[config.mk]
export PLATFORM = sky130hd
export DESIGN_NAME = mem_port_arbiter
export DESIGN_NICKNAME = d
export VERILOG_FILES = /design/src/rtl/mem_port_arbiter.sv
export SDC_FILE = /design/constraint.sdc
export NUM_CORES = 1
export LEC_CHECK = 0
export BUFFER_PORTS_ARGS = -buffer_cell sky130_fd_sc_hd__buf_2
export CORE_MARGIN = 5
export CORE_UTILIZATION = 35
export CTS_BUF_LIST = sky130_fd_sc_hd__clkbuf_4
export CTS_CLUSTER_DIAMETER = 100
export CTS_CLUSTER_SIZE = 30
export DETAILED_ROUTE_END_ITERATION = 8
export GPL_TIMING_DRIVEN = 0
export PLACE_DENSITY_LB_ADDON = 0.15
export SYNTH_ARGS = -nofsm -noshare
export SYNTH_HDL_FRONTEND = slang
export SYNTH_SLANG_ARGS = --single-unit
[constraint.sdc]
create_clock -name clk -period 1.96 [get_ports clk]
set_clock_uncertainty 0.2 [all_clocks]
set_input_delay 0.196 -clock clk [delete_from_list [all_inputs] [get_ports clk]]
set_output_delay 0.196 -clock clk [all_outputs]
set_load 0.02 [all_outputs]
[src/rtl/mem_port_arbiter.sv]
// mem_port_arbiter
// Shares one physical memory port between the pipeline's IF and MEM requesters.
// Serves one transaction at a time. MEM wins ties, but after STARVE_LIMIT
// consecutive MEM grants while IF was waiting, IF is forced ahead. The winner's
// request is captured at grant, so later requester changes cannot disturb the
// physical port until the transaction completes.
module mem_port_arbiter #(
    parameter int ADDR_WIDTH   = 16,
    parameter int DATA_WIDTH   = 16,
    parameter int STARVE_LIMIT = 4
) (
    input  logic                  clk,
    input  logic                  rst_n,
    input  logic                  if_read,
    input  logic                  if_write,
    input  logic [1:0]            if_wmask,
    input  logic [ADDR_WIDTH-1:0] if_address,
    input  logic [DATA_WIDTH-1:0] if_wdata,
    output logic                  if_resp,
    output logic [DATA_WIDTH-1:0] if_rdata,
    input  logic                  mem_read,
    input  logic                  mem_write,
    input  logic [1:0]            mem_wmask,
    input  logic [ADDR_WIDTH-1:0] mem_address,
    input  logic [DATA_WIDTH-1:0] mem_wdata,
    output logic                  mem_resp,
    output logic [DATA_WIDTH-1:0] mem_rdata,
    output logic                  pmem_read,
    output logic                  pmem_write,
    output logic [1:0]            pmem_wmask,
    output logic [ADDR_WIDTH-1:0] pmem_address,
    output logic [DATA_WIDTH-1:0] pmem_wdata,
    input  logic                  pmem_resp,
    input  logic [DATA_WIDTH-1:0] pmem_rdata
);
    localparam int CNT_WIDTH = $clog2(STARVE_LIMIT + 1);
    localparam logic [CNT_WIDTH-1:0] LIMIT = CNT_WIDTH'(STARVE_LIMIT);

    typedef enum logic [1:0] {
        IDLE      = 2'd0,
        SERVE_IF  = 2'd1,
        SERVE_MEM = 2'd2
    } state_t;

    state_t                state;
    logic [CNT_WIDTH-1:0]  starve_cnt;
    logic                  lat_read;
    logic                  lat_write;
    logic [1:0]            lat_wmask;
    logic [ADDR_WIDTH-1:0] lat_address;
    logic [DATA_WIDTH-1:0] lat_wdata;

    logic                  if_req;
    logic                  mem_req;
    logic                  grant_mem;
    logic                  sel_read;
    logic                  sel_write;
    logic [1:0]            sel_wmask;
    logic [ADDR_WIDTH-1:0] sel_address;
    logic [DATA_WIDTH-1:0] sel_wdata;

    assign if_req    = if_read | if_write;
    assign mem_req   = mem_read | mem_write;
    // MEM wins unless IF is waiting and has already been passed over too often
    assign grant_mem = mem_req && !(if_req && (starve_cnt >= LIMIT));

    // Pick the fields of whichever port would win; a write masks a simultaneous read
    always_comb begin
        sel_write   = grant_mem ? mem_write   : if_write;
        sel_read    = (grant_mem ? mem_read : if_read) & ~sel_write;
        sel_wmask   = grant_mem ? mem_wmask   : if_wmask;
        sel_address = grant_mem ? mem_address : if_address;
        sel_wdata   = grant_mem ? mem_wdata   : if_wdata;
    end

    // Arbitration FSM: grant in IDLE, hold the captured request until pmem_resp
    always_ff @(posedge clk or negedge rst_n) begin
        if (!rst_n) begin
            state       <= IDLE;
            starve_cnt  <= '0;
            lat_read    <= 1'b0;
            lat_write   <= 1'b0;
            lat_wmask   <= '0;
            lat_address <= '0;
            lat_wdata   <= '0;
        end else begin
            case (state)
                IDLE: begin
                    if (grant_mem || if_req) begin
                        state       <= grant_mem ? SERVE_MEM : SERVE_IF;
                        lat_read    <= sel_read;
                        lat_write   <= sel_write;
                        lat_wmask   <= sel_wmask;
                        lat_address <= sel_address;
                        lat_wdata   <= sel_wdata;
                    end
                    // Count only MEM grants that overtook a waiting IF
                    if (grant_mem && if_req) begin
                        starve_cnt <= (starve_cnt >= LIMIT) ? LIMIT : starve_cnt + 1'b1;
                    end else begin
                        starve_cnt <= '0;
                    end
                end
                SERVE_IF, SERVE_MEM: begin
                    if (pmem_resp) begin
                        state     <= IDLE;
                        lat_read  <= 1'b0;
                        lat_write <= 1'b0;
                    end
                end
                default: begin
                    state     <= IDLE;
                    lat_read  <= 1'b0;
                    lat_write <= 1'b0;
                end
            endcase
        end
    end

    // Strobes come straight from the captured request; they are cleared outside a transaction
    assign pmem_read    = lat_read;
    assign pmem_write   = lat_write;
    assign pmem_wmask   = lat_wmask;
    assign pmem_address = lat_address;
    assign pmem_wdata   = lat_wdata;

    // Completion is routed only to the port currently being served
    assign if_resp   = (state == SERVE_IF)  && pmem_resp;
    assign mem_resp  = (state == SERVE_MEM) && pmem_resp;
    assign if_rdata  = (state == SERVE_IF)  ? pmem_rdata : '0;
    assign mem_rdata = (state == SERVE_MEM) ? pmem_rdata : '0;

endmodule

==> impl_table.tex, run 1 <==
\begin{tabular}{lr}
\hline
Metric & Value \\
\hline
\multicolumn{2}{l}{\textbf{Status}} \\
\quad Result of the run & finished, final reports clean \\
\multicolumn{2}{l}{\textbf{Timing}} \\
\quad RSZ-0062 raised after global routing & no \\
\quad Maximum achievable frequency & 0.539 GHz \\
\quad Final setup slack of the worst path & 0.104 ns \\
\quad Hold Vio Cnt, Final & 0 \\
\quad Final setup fails & 0 \\
\quad Sum of negative setup slack & 0 ns \\
\quad Part of the cycle the worst path needs & 0.947 \\
\quad Headroom to the max-slew limit & 0.372 \\
\quad Worst hold slack across all endpoints & 0.0536 ns \\
\quad Transition time at the pin with the least slew margin & 0.943 ns \\
\quad Period minus WS final & 1.86 ns \\
\quad Slew Limit Fails & 0 \\
\multicolumn{2}{l}{\textbf{Critical path}} \\
\quad Crit path max fanout & 10 \\
\quad Kind of launch point of the worst setup path & register \\
\quad Worst path bufs/invs & 3 \\
\quad Worst path cell trace & inv\_2 -> ha\_4 -> clkbuf\_8 -> and2\_1 -> buf\_4 \\
\quad Delay contributed by the slowest stage of the critical path & 0.41 ns \\
\quad Kind of end point of the critical path & output pin \\
\quad Worst Path Class, Setup & reg -> out \\
\quad Depth of the most critical reg-to-reg path & 6 \\
\quad Critical-path top delay cell & sky130\_fd\_sc\_hd\_\_dfrtp\_1 \\
\quad Levels on crit path & 5 \\
\quad Kind of cell adding the most delay to the critical path & flip-flops \\
\quad Endpoint required time on the critical path & 1.56 ns \\
\quad CP Data Arrival Time & 1.46 ns \\
\multicolumn{2}{l}{\textbf{Detailed routing}} \\
\quad Count of nets left with antenna violations after detail routing & 0 \\
\quad First-pass iteration count of the detailed router & 4 \\
\quad DR vias & 2953 \\
\quad Initial DRC count & 86 \\
\quad Wire per inst & 15.1 um \\
\quad WL final & 9.26 mm \\
\quad Via-per-instance ratio & 4.83 \\
\quad Number of DRC violations after detailed routing & 0 \\
\multicolumn{2}{l}{\textbf{Floorplanning}} \\
\quad Num rows & 30 \\
\quad Horizontal extent of the die & 93.8 um \\
\quad Num ports & 161 \\
\quad Area of the die & 8810 um\^{}2 \\
\quad Initial cell density of the core & 0.360 \\
\quad Placeable core region & 6830 um\^{}2 \\
\quad Die outline height & 93.8 um \\
\multicolumn{2}{l}{\textbf{Clock network}} \\
\quad Clock-pin slew reported for the worst setup and hold paths after clock tree synthesis & 0.15 ns \\
\quad Worst-Skew Late Latency & 0.37 ns \\
\quad CTS Root Buffer Type & sky130\_fd\_sc\_hd\_\_clkbuf\_4 \\
\quad Total clock buffers created by CTS & 5 \\
\quad Longest Clk Path Bufs & 2 \\
\quad Clock tree from TritonCTS & built \\
\quad H-Tree Level Count & 2 \\
\quad Sink count of the clock tree & 41 \\
\multicolumn{2}{l}{\textbf{Synthesis}} \\
\quad Area share of the largest cell type after synthesis & 0.417 \\
\quad Synthesized area & 2460 um\^{}2 \\
\quad Mean area per synthesized cell & 8.85 um\^{}2 \\
\quad Part of the Yosys area used for sequential elements & 0.417 \\
\quad Ranking of synthesized cells by area & sky130\_fd\_sc\_hd\_\_dfrtp\_1, sky130\_fd\_sc\_hd\_\_a21oi\_2, sky130\_fd\_sc\_hd\_\_a31oi\_1, sky130\_fd\_sc\_hd\_\_and2\_1, sky130\_fd\_sc\_hd\_\_o21ai\_0 \\
\quad Multiplexer share of the synthesized area & 0 \\
\quad Yosys Warn Count & 0 \\
\quad Cells after synthesis & 278 \\
\quad Leading area contributor after synthesis & sky130\_fd\_sc\_hd\_\_dfrtp\_1 \\
\quad Area share of xor/xnor cells in the synthesized design & 0 \\
\quad Post-Syn Nets & 374 \\
\quad Largest family of logic cells by synthesized area & compound AO/OA/AOI/OAI gates \\
\quad Flop and latch count out of synthesis & 41 \\
\quad Number of distinct library cells after synthesis & 28 \\
\quad Synthesized-area fraction occupied by adder cells & 0.0254 \\
\quad Post-synthesis compound-gate area fraction & 0.327 \\
\quad Area share of and/or/nand/nor cells after synthesis & 0.163 \\
\multicolumn{2}{l}{\textbf{Final layout}} \\
\quad Area of all sequential standard cells & 1030 um\^{}2 \\
\quad Area grow syn2layout & 72.0\% \\
\quad Final core utilization & 0.619 \\
\quad Proportion of layout cells with a drive suffix above 1 & 0.432 \\
\quad Multi-input gate area in the final layout & 1290 um\^{}2 \\
\quad Commonest cells after routing, fill and taps aside & sky130\_fd\_sc\_hd\_\_buf\_2, sky130\_fd\_sc\_hd\_\_dlygate4sd3\_1, sky130\_fd\_sc\_hd\_\_dfrtp\_1, sky130\_fd\_sc\_hd\_\_nor2\_1 \\
\quad Final-stage net count & 611 \\
\quad Commonest non-fill, non-tap cell in the layout & sky130\_fd\_sc\_hd\_\_buf\_2 \\
\quad Non-filler cells, final & 612 \\
\quad Ant diodes & 0 \\
\quad Final cell area excluding filler cells & 4230 um\^{}2 \\
\quad Layout fillers & 637 \\
\multicolumn{2}{l}{\textbf{Min path}} \\
\quad WHS Path Cells & 3 \\
\quad HP Class & in -> reg \\
\multicolumn{2}{l}{\textbf{Pwr}} \\
\quad Worst vdd rail ir drop & 0.000656 V \\
\quad P per Cell Area & 1430 nW/um\^{}2 \\
\quad Overall power consumption & 6.06 mW \\
\quad Static leakage & 2.01 nW \\
\multicolumn{2}{l}{\textbf{GRT}} \\
\quad Total congestion overflow & 0 \\
\quad Wire length of the first global-routing pass & 14.6 mm \\
\quad Largest net degree at the start of global routing & 42 \\
\quad Via count of the first global-routing pass & 2920 \\
\quad Number of antenna violations at the first check in global routing & 0 \\
\quad Tot GR Track Use & 0.206 \\
\multicolumn{2}{l}{\textbf{Place}} \\
\quad Final RePlAce weighted congestion & 0.744 \\
\quad Detail Placement HPWL & 6.18 mm \\
\quad Setup slack after placement & -0.0983 ns \\
\quad Post-DP Area & 3370 um\^{}2 \\
\quad \# placed instances & 532 \\
\quad Buffers added on ports & 158 \\
\multicolumn{2}{l}{\textbf{Run}} \\
\quad Max Cap Viol & 0 \\
\hline
\end{tabular}
-- area by class of cell --
class                   count  share of cell area
plain buffers              24              0.0370
flip-flops and latches     41               0.243
clock buffers               5             0.00887
repair buffers            232               0.360
inverters                   8             0.00710
clock inverters             3              0.0104
multi-input cells         203               0.306
well taps                  96              0.0284
-- cell families (layout without fill, tap and decap cells) --
logic type	after synthesis	in the layout
buffers and inverters	34	272
adders and majority gates	5	5
and+or+nand+nor	79	79
DFF	41	41
AOI/OAI and AO/OA	119	119
-- path summary, 6_finish.rpt --
path	slack, ns	end	from
max	0.10	if_rdata[6]	state[1]
min	0.05	pmem_write	mem_write
max reg2reg	0.13	pmem_write	state[0]
min reg2reg	0.32	pmem_wdata[1]	pmem_wdata[1]
max in group asynchronous	0.64	pmem_address[3]	rst_n
min in group asynchronous	0.31	pmem_wdata[8]	rst_n
-- Yosys cell counts (all sizes together) --
master	instances
a21boi	1
a32oi	1
o21ai	36
and2	34
nand2	2
nor3b	1
o21a	1
a31oi	34
a21oi	37
nand2b	2
o22ai	3
clkbuf	10
o41ai	1
ha	5
and3b	1
or2	1
o32ai	2
a211oi	1
or3	1
nor2	37
dfrtp	41
buf	16
o41a	1
inv	8
a21o	1
-- power breakdown --
group / internal [mW] / total (mW) / switching, mW / leakage (nW)
Combinational: 1.62 / 3.95 / 2.34 / 1.49
Clock: 0.271 / 0.587 / 0.316 / 0.0456
Sequential: 1.28 / 1.52 / 0.241 / 0.475
-- sequential cells by signal, summed over array words and instances (netlist names) --
signal	flops
state	2
pmem_wdata	16
starve_cnt	3
pmem_write	1
pmem_read	1
pmem_address	16
pmem_wmask	2
-- metal layers --
layer	vias up	part of all wire	global-route usage
met2	135	0.49	0.363
met5	-	0	0
met4	0	0.017	0.0542
li1	1457	-	-
met1	1345	0.40	0.246
met3	16	0.091	0.0553
-- timing repair --
action,in CTS,in global routing
hold buffers,69,0
hold endpoints to repair,75,0
setup endpoints to repair,50,45
setup buffers,2,3
resized for setup,14,8
-- tightest hold or removal path: cells and delay by family --
| kind | cells | cell delay [ns] |
|---|---|---|
| compound gates | 2 | 0.23 |
| buf+inv | 1 | 0.14 |
(Power assumes the default switching activity.)
==> run 2: changes to the inputs <==
Settings changed: SKIP_LAST_GASP set to 1.
Clock period 1.96 ns to 2.2 ns, I/O delays scaled along.
==> impl_table.tex, run 2 (synthesized netlist as in run 1, its figures left out) <==
\begin{tabular}{lr}
\hline
Metric & Value \\
\hline
\multicolumn{2}{l}{\textbf{Floorplanning}} \\
\quad Placeable core region & 6830 um\^{}2 (unchanged) \\
\quad Area of the die & 8810 um\^{}2 (unchanged) \\
\quad Die outline height & 93.8 um (unchanged) \\
\quad Num ports & 161 (unchanged) \\
\quad Num rows & 30 (unchanged) \\
\quad Horizontal extent of the die & 93.8 um (unchanged) \\
\quad Initial cell density of the core & 0.360 (unchanged) \\
\multicolumn{2}{l}{\textbf{Detailed routing}} \\
\quad Number of DRC violations after detailed routing & 0 (unchanged) \\
\quad Wire per inst & 15.1 um (+0.12\%) \\
\quad Initial DRC count & 94 (+9.3\%) \\
\quad First-pass iteration count of the detailed router & 4 (unchanged) \\
\quad Via-per-instance ratio & 4.85 (+0.48\%) \\
\quad DR vias & 2943 (-0.34\%) \\
\quad Count of nets left with antenna violations after detail routing & 0 (unchanged) \\
\quad WL final & 9.19 mm (-0.70\%) \\
\multicolumn{2}{l}{\textbf{Clock network}} \\
\quad CTS Root Buffer Type & sky130\_fd\_sc\_hd\_\_clkbuf\_4 \\
\quad Clock tree from TritonCTS & built \\
\quad Clock-pin slew reported for the worst setup and hold paths after clock tree synthesis & 0.12 ns (-0.03 ns) \\
\quad Setup Fix Bufs, Post-CTS & 0 (-2) \\
\quad Sink count of the clock tree & 41 (unchanged) \\
\quad Worst-Skew Late Latency & 0.36 ns (about the same) \\
\quad H-Tree Level Count & 2 (unchanged) \\
\quad Longest Clk Path Bufs & 2 (unchanged) \\
\quad Total clock buffers created by CTS & 5 (unchanged) \\
\multicolumn{2}{l}{\textbf{Critical path}} \\
\quad Critical-path top delay cell & sky130\_fd\_sc\_hd\_\_dfrtp\_1 \\
\quad Endpoint required time on the critical path & 1.78 ns (+0.22 ns) \\
\quad CP Data Arrival Time & 1.60 ns (+0.14 ns) \\
\quad Critical path origin & state[0] \\
\quad Critical register-to-register path startpoint & state[1] \\
\quad Worst path cell trace & inv\_1 -> ha\_2 -> clkbuf\_2 -> and2\_1 -> buf\_2 \\
\quad End point of the critical path & mem\_rdata[1] \\
\quad Capture instance of the worst register-to-register path & pmem\_address[6] \\
\quad Worst Path Class, Setup & reg -> out \\
\quad Depth of the most critical reg-to-reg path & 7 (+1) \\
\quad Crit path max fanout & 10 (unchanged) \\
\quad Kind of end point of the critical path & output pin \\
\quad Delay contributed by the slowest stage of the critical path & 0.40 ns (about the same) \\
\quad Worst reg-to-reg setup slack & 0.23 ns (+0.10 ns) \\
\quad Kind of launch point of the worst setup path & register \\
\multicolumn{2}{l}{\textbf{Timing}} \\
\quad RSZ-0062 raised after global routing & no \\
\quad Period minus WS final & 2.02 ns \\
\quad Final setup fails & 0 (unchanged) \\
\quad Hold Vio Cnt, Final & 0 (unchanged) \\
\quad Headroom to the max-slew limit & 0.372 (about the same) \\
\quad Slew Limit Fails & 0 (unchanged) \\
\quad Part of the cycle the worst path needs & 0.920 \\
\quad Transition time at the pin with the least slew margin & 0.943 ns (+0.000115 ns) \\
\quad Maximum achievable frequency & 0.494 GHz \\
\quad Final setup slack of the worst path & 0.176 ns (+0.0716 ns) \\
\multicolumn{2}{l}{\textbf{GRT}} \\
\quad Via count of the first global-routing pass & 2927 (+0.24\%) \\
\quad Largest net degree at the start of global routing & 42 (unchanged) \\
\quad Number of antenna violations at the first check in global routing & 0 (unchanged) \\
\quad Total congestion overflow & 0 (unchanged) \\
\quad Tot GR Track Use & 0.206 (about the same) \\
\quad Wire length of the first global-routing pass & 14.6 mm (about the same) \\
\multicolumn{2}{l}{\textbf{Place}} \\
\quad Buffers added on ports & 158 (unchanged) \\
\quad Setup slack after placement & 0.142 ns (+0.240 ns) \\
\quad Final RePlAce weighted congestion & 0.744 (unchanged) \\
\quad Detail Placement HPWL & 6.18 mm (unchanged) \\
\multicolumn{2}{l}{\textbf{Final layout}} \\
\quad Area grow syn2layout & 68.5\% \\
\quad Proportion of layout cells with a drive suffix above 1 & 0.423 (-0.00947) \\
\quad Final core utilization & 0.607 (-0.0126) \\
\quad Commonest cells after routing, fill and taps aside & sky130\_fd\_sc\_hd\_\_buf\_2, sky130\_fd\_sc\_hd\_\_dlygate4sd3\_1, sky130\_fd\_sc\_hd\_\_dfrtp\_1, sky130\_fd\_sc\_hd\_\_nor2\_1 \\
\quad Layout fillers & 643 (+0.94\%) \\
\quad Final-stage net count & 606 (-0.82\%) \\
\quad Commonest non-fill, non-tap cell in the layout & sky130\_fd\_sc\_hd\_\_buf\_2 \\
\quad Ant diodes & 0 (unchanged) \\
\multicolumn{2}{l}{\textbf{Min path}} \\
\quad HP Class & in -> reg \\
\multicolumn{2}{l}{\textbf{Pwr}} \\
\quad Static leakage & 1.97 nW (-1.8\%) \\
\quad Worst vdd rail ir drop & 0.000581 V (-11\%) \\
\quad P per Cell Area & 1260 nW/um\^{}2 (-12\%) \\
\multicolumn{2}{l}{\textbf{Run}} \\
\quad Max Cap Viol & 0 (unchanged) \\
\multicolumn{2}{l}{\textbf{Status}} \\
\quad Result of the run & finished, final reports clean \\
\hline
\end{tabular}
run 2: where the power goes:
| group | leakage, nW | internal (mW) | total, mW | switching (mW) |
|---|---|---|---|---|
| clock | 0.0456 | 0.242 | 0.518 | 0.276 |
| combinational | 1.45 | 1.31 | 3.35 | 2.05 |
| sequential | 0.475 | 1.14 | 1.35 | 0.209 |
run 2: critical path, delay by kind of cell (launching register included):
family,cells,cell delay [ns]
simple gates,1,0.14
fa+ha+maj,1,0.25
buf+inv,3,0.48
flops,1,0.40
run 2: how the worst min path moves through the flow:
stage	cells after the start	slack, ns	start	end
final	3	0.07	mem_write	pmem_write
after global routing	3	0.09	mem_write	pmem_write
after CTS	3	0.05	mem_write	pmem_write
after detailed placement	1	0.24	rst_n	pmem_wdata[8]
after global placement	1	0.24	rst_n	pmem_wdata[8]
after floorplan	0	-0.28	rst_n	pmem_address[0]
run 2: metrics by stage:
stage          power, mW  TNS, ns  std cells  cell area, um^2  hold WS [ns]
5_1_grt             5.64        0        607             4140        0.0875
2_1_floorplan       3.64        0        278             2460        -0.276
3_3_place_gp        4.59        0        532             3370         0.238
4_1_cts             5.27  -0.0152        609             4150        0.0503
3_5_place_dp        4.64        0        532             3370         0.235
6_report            5.22        0        607             4140        0.0748
run 2: per-layer routing:
metal	wire (um)	GRT usage
met1	3550	0.245
met2	4610	0.363
met3	893	0.0553
met4	132	0.0542
met5	0	0
run 2: repair_timing:
item                                   in CTS  in global routing
setup endpoints to repair                  19                 39
resized for setup                           2                  3
hold buffers                               69                  0
endpoints found under the hold margin      75                  0
run 2: final cells by class:
class / count / area, um^2 / area share
Buffer: 24 / 133 / 0.0320
Clock inverter: 3 / 43.8 / 0.0106
Clock buffer: 5 / 37.5 / 0.00906
Tap cell: 96 / 120 / 0.0290
Multi-Input combinational cell: 203 / 1270 / 0.307
Timing Repair Buffer: 227 / 1480 / 0.357
Sequential cell: 41 / 1030 / 0.248
Inverter: 8 / 30.0 / 0.00725
